--- config.mk ---
export PLATFORM = sky130hd
export DESIGN_NAME = prom_spi_lb
export DESIGN_NICKNAME = d
export VERILOG_FILES = /design/src/rtl/prom_spi_lb.sv
export SDC_FILE = /design/constraint.sdc
export NUM_CORES = 1
export LEC_CHECK = 0
export ABC_CLOCK_PERIOD_IN_PS = 4000
export CAP_MARGIN = 40
export CELL_PAD_IN_SITES_DETAIL_PLACEMENT = 0
export CELL_PAD_IN_SITES_GLOBAL_PLACEMENT = 1
export CORE_MARGIN = 2
export CORE_UTILIZATION = 41
export DETAILED_ROUTE_END_ITERATION = 6
export PLACE_DENSITY_LB_ADDON = 0.1
export REMOVE_ABC_BUFFERS = 1
export SYNTH_ARGS = -nofsm -noshare
export SYNTH_HDL_FRONTEND = slang
export SYNTH_SLANG_ARGS = --single-unit
--- constraint.sdc ---
create_clock -name clk_lb -period 4 [get_ports clk_lb]
set_input_delay 0.8 -clock clk_lb [delete_from_list [all_inputs] [get_ports clk_lb]]
set_output_delay 0.8 -clock clk_lb [all_outputs]
set_load 0.01 [all_outputs]
--- src/rtl/prom_spi_lb.sv ---
// Register-mapped SPI mode-0 master for the boot PROM: 1-4 byte transfers, software-managed CS.
// Reads return one cycle after the strobe; writes never stall, and CTRL/DATA writes are dropped while a transfer is busy.
module prom_spi_lb #(
  parameter int CLK_DIV = 2
) (
  input  logic        clk_lb,
  input  logic        reset,
  input  logic        prom_wr,
  input  logic        prom_rd,
  input  logic [31:0] prom_addr,
  input  logic [31:0] prom_wr_d,
  output logic [31:0] prom_rd_d,
  output logic        prom_rd_rdy,
  output logic        spi_cs_l,
  output logic        spi_sck,
  output logic        spi_mosi,
  input  logic        spi_miso
);

  localparam logic [1:0] A_CTRL   = 2'd0;
  localparam logic [1:0] A_DATA   = 2'd1;
  localparam logic [1:0] A_STATUS = 2'd2;
  localparam logic [7:0] HP_RELOAD = 8'(CLK_DIV - 1);

  typedef enum logic [1:0] {IDLE, SHIFT_LO, SHIFT_HI} state_t;

  state_t      r_state;
  logic        r_cs_en;
  logic [1:0]  r_nbytes_m1;
  logic [31:0] r_tx_sr;
  logic [31:0] r_rx_sr;
  logic [5:0]  r_bit_cnt;
  logic [7:0]  r_hp_cnt;

  logic [1:0]  w_sel;
  logic        w_busy;
  logic        w_wr_ctrl;
  logic        w_wr_data;
  logic [2:0]  w_nbytes;
  logic        w_addr_unused;

  assign w_sel         = prom_addr[3:2];
  assign w_busy        = (r_state != IDLE);
  assign w_wr_ctrl     = prom_wr && (w_sel == A_CTRL) && !w_busy;
  assign w_wr_data     = prom_wr && (w_sel == A_DATA) && !w_busy;
  assign w_nbytes      = {1'b0, r_nbytes_m1} + 3'd1;
  assign w_addr_unused = ^{prom_addr[31:4], prom_addr[1:0]};
  // MOSI is the head of the shift register, so it only moves when tx_sr is loaded or shifted.
  assign spi_mosi      = r_tx_sr[31];

  always_ff @(posedge clk_lb) begin
    if (reset) begin
      r_state     <= IDLE;
      r_cs_en     <= 1'b0;
      r_nbytes_m1 <= 2'd0;
      r_tx_sr     <= 32'd0;
      r_rx_sr     <= 32'd0;
      r_bit_cnt   <= 6'd0;
      r_hp_cnt    <= 8'd0;
      spi_cs_l    <= 1'b1;
      spi_sck     <= 1'b0;
      prom_rd_d   <= 32'd0;
      prom_rd_rdy <= 1'b0;
    end else begin
      // Read mux samples pre-write state, so a colliding write is not visible in this read.
      prom_rd_rdy <= prom_rd;
      if (prom_rd) begin
        case (w_sel)
          A_CTRL:   prom_rd_d <= {26'd0, r_nbytes_m1, 3'd0, r_cs_en};
          A_DATA:   prom_rd_d <= r_rx_sr;
          A_STATUS: prom_rd_d <= {31'd0, w_busy};
          default:  prom_rd_d <= 32'd0;
        endcase
      end

      if (w_wr_ctrl) begin
        r_cs_en     <= prom_wr_d[0];
        r_nbytes_m1 <= prom_wr_d[5:4];
        spi_cs_l    <= ~prom_wr_d[0];
      end

      case (r_state)
        IDLE: begin
          spi_sck <= 1'b0;
          if (w_wr_data) begin
            r_tx_sr   <= prom_wr_d;
            r_rx_sr   <= 32'd0;
            r_bit_cnt <= {w_nbytes, 3'b000};
            r_hp_cnt  <= HP_RELOAD;
            r_state   <= SHIFT_LO;
          end
        end
        SHIFT_LO: begin
          if (r_hp_cnt == 8'd0) begin
            spi_sck  <= 1'b1;
            r_rx_sr  <= {r_rx_sr[30:0], spi_miso};
            r_hp_cnt <= HP_RELOAD;
            r_state  <= SHIFT_HI;
          end else begin
            r_hp_cnt <= r_hp_cnt - 8'd1;
          end
        end
        SHIFT_HI: begin
          if (r_hp_cnt == 8'd0) begin
            spi_sck   <= 1'b0;
            r_tx_sr   <= {r_tx_sr[30:0], 1'b0};
            r_bit_cnt <= r_bit_cnt - 6'd1;
            r_hp_cnt  <= HP_RELOAD;
            r_state   <= (r_bit_cnt == 6'd1) ? IDLE : SHIFT_LO;
          end else begin
            r_hp_cnt <= r_hp_cnt - 8'd1;
          end
        end
        default: r_state <= IDLE;
      endcase
    end
  end

endmodule

==> results.md <==
* DRT iter0 DRCs at 234
* Crit path cell chain: clkdlybuf4s50_1, nand2b_1, o22a_1, nor2_2, buf_4, a211oi_1
* Slew HR at 47.3%
* Max VDD drop at 0.000418 V
* Overflow after GRT at 0
* Setup TNS at 0 ns
* Cells after synthesis at 488
* # rows at 39
* Internal power at 2.62 mW
* Worst Skew at 0.00405 ns
* Crit Path Category: in -> reg
* Hold WS at 0.480 ns
* Syn avg cell area at 9.82 sq um
* Power Density at 592 nW/um^2
* Hold Startpoint: spi_cs_l
* Routed wire per std cell at 15.9 um
* Initial antenna violation count at 0
* Maxcap violations at 0
* Unrepaired setup endpoints after global routing: no
* Simple-gate portion of the synthesized area at 8.72%
* Critical Path RT at 4.28 ns
* Number of flops mapped to enable cells by yosys at 0
* Core Region at 11400 sq um
* Filler cells at 1032
* Critical path launch point type: primary input
* Number of global-route vias before repair at 3822
* Worst-margin pin slew at 0.791 ns
* Setup ws final at 1.36 ns
* Outcome: complete, no violations
* Largest area contributor in the netlist: dfxtp_1
* Gr usage total at 18.5%
* Critical-path top delay cell: clkdlybuf4s50_1
* Clock root buffer: clkbuf_16
* Largest family of logic cells by synthesized area: compound AO/OA/AOI/OAI gates
* FF-to-FF setup slack at 1.45 ns
* ANT nets after route at 0
* WP data arrival at 2.92 ns
* # DRC at 0
* Share of post-route cells with drive strength above 1 at 9.96%
* Hold Crit Depth at 2
* Final wirelength at 11.2 mm
* Period utilization at 66.1%
* Clock Sink Count at 118
* Synth top area share at 49.3%
* DP Wirelength at 6.83 mm
* Antenna cells at 0
* Clock share of power at 41.3%
* Io pins at 105
* Class of the worst hold path: reg -> reg
* Largest net degree at the start of global routing at 39
* Final Hold Fails at 0
* Synth top area cells: dfxtp_1, mux2i_1, a22o_1
* Unique cell type count in the Yosys netlist at 47
* Top_reg_cell synth: dfxtp_1
* Critical path's largest stage delay at 0.69 ns
* Placer congestion estimate at 0.799
* H-tree levels at 4
* R2R depth at 7
* Crit. End Element: flip-flop
* Number of nets in the layout at 629
* Drt pass-1 iters at 5
* Min-Delay Endpoint: spi_cs_l
* Power, Total at 3.68 mW
* RR Endpoint: r_tx_sr[2]
* Mux cell area share after synthesis at 7.31%
* R2r startpoint: r_state[1]
* Post-CTS Setup Repair Bufs at 0
* Worst-Skew Late Latency at 0.41 ns
* Ys async rst share at 0%
* Fmax at 0.378 GHz
* Port bufs at 74
* Post-synthesis sequential area ratio at 49.3%
* Clock buffer depth at 2
* Slew Viols, Final at 0
* P&R area growth vs syn at 29.6%
* Initial Utilization at 42.0%
* Final setup viols at 0
* Post-Synth Adder-Cell Area at 2.61%
* Maximum fanout along the worst path at 26
* P_sw at 1.06 mW
* Synth Register Bits at 118
* Switch share at 28.7%
* Period minus WS final at 2.64 ns
* Post-Synth XOR/XNOR Area at 0.914%
* Total die area at 12600 sq um
* First-pass GRT wire length at 19.0 mm
* Die Y at 112 um
* Yosys warnings at 0
* Num CTS Buffers at 17
* Die Span X at 112 um
* Clock slew at reported path FFs at 0.05 ns
* Routed vias/inst at 5.49
* Vias at 3868
* Sequential Power Share at 36.5%
* Compound-gate portion of the synthesized area at 26.1%
* Post-Syn Area at 4790 sq um
* Comb pwr share at 22.1%
* CTS tree: done
* Cts hold-fix bufs at 0
* Leakage at 2.19 nW
* Resize count post-CTS at 0
* Post-Place Worst Slack at 0.986 ns
## stage by stage
| step | cells | cell area [sq um] | utilization (%) |
|---|---|---|---|
| after detailed placement | 674 | 5600 | 49.1 |
| after global placement | 674 | 5600 | 49.1 |
| after CTS | 705 | 6210 | 54.4 |
| final | 705 | 6210 | 54.4 |
| after floorplan | 447 | 4600 | - |
| after global routing | 705 | 6210 | 54.4 |
## Yosys cell counts, types with 3 or more instances
cell type,number
a211oi_1,35
a21oi_1,52
a22o_1,32
a22oi_1,29
buf_1,4
buf_2,8
buf_6,4
clkbuf_1,25
dfxtp_1,118
ha_1,10
inv_1,11
mux2i_1,35
nand2_1,8
nand3_1,3
nor2_1,47
nor3_1,7
o21ai_0,11
o31ai_1,3
or2_2,4
or3_1,3
or4_1,3
xnor2_1,4
## critical path: cells and delay by family
kind | cells | cell delay [ns]
AOI/OAI and AO/OA | 2 | 0.51
and+or+nand+nor | 2 | 0.55
buffers and inverters | 2 | 1.05
## placed cells by master (no fill, tap or decap), types with 10 or more instances in the layout
cell / count
a22oi_1: 29
a22o_1: 32
buf_4: 10
inv_1: 11
o21ai_0: 11
dfxtp_1: 118
nor2_1: 45
a21oi_1: 51
mux2i_1: 35
clkdlybuf4s50_1: 73
clkbuf_16: 17
a211oi_1: 35
## how the worst max path moves through the flow
stage / startpoint / slack (ns) / end
detailed placement: prom_addr[2] / 0.99 / r_tx_sr[31]
global placement: prom_addr[2] / 1.01 / r_tx_sr[21]
floorplan: r_state[0] / -0.06 / r_bit_cnt[3]
CTS: prom_addr[2] / 1.41 / r_tx_sr[11]
global route: prom_addr[2] / 1.23 / r_tx_sr[19]
finish: prom_addr[2] / 1.36 / r_tx_sr[2]
## logic make-up (layout without fill, tap and decap cells)
group / after synthesis / count (layout)
XOR/XNOR: 5 / 5
buffers and inverters: 54 / 128
adder cells (fa/ha/maj): 10 / 10
AO/OA/AOI/OAI: 180 / 180
flip-flops: 118 / 118
AND/OR/NAND/NOR: 86 / 86
multiplexers: 35 / 35
## flip-flops by register name, indices dropped and copies added, names as in the netlist
name / cells
r_hp_cnt: 8
r_nbytes_m1: 2
r_bit_cnt: 6
spi_cs_l: 1
spi_sck: 1
r_tx_sr: 32
prom_rd_rdy: 1
prom_rd_d: 32
r_rx_sr: 32
r_state: 2
r_cs_en: 1
## routing by layer
layer	vias to the layer above	global-route usage (%)	routed length, um
li1	1936	-	-
met1	1834	25.9	5580
met2	90	26.9	4970
met3	8	6.64	563
met4	0	5.85	95
met5	-	0	0
## area by class of cell
type                       count  area, sq um  share of cell area, %
timing repair buffer          84          811                   13.1
multi-input combinational    316         2200                   35.5
tap                          143          179                   2.88
inverter                      13         48.8                  0.786
clock buffer                  23          508                   8.18
sequential                   118         2360                   38.1
clock inverter                 8         95.1                   1.53
## power groups by stage
stage,combinational (mW),sequential [mW],clock [mW]
finish,0.814,1.34,1.52
global route,0.898,1.36,1.61
CTS,0.810,1.34,1.55
detailed placement,0.801,1.36,0
global placement,0.789,1.36,0
floorplan,0.578,1.35,0
Note: power is estimated with default switching activity, not from simulation.
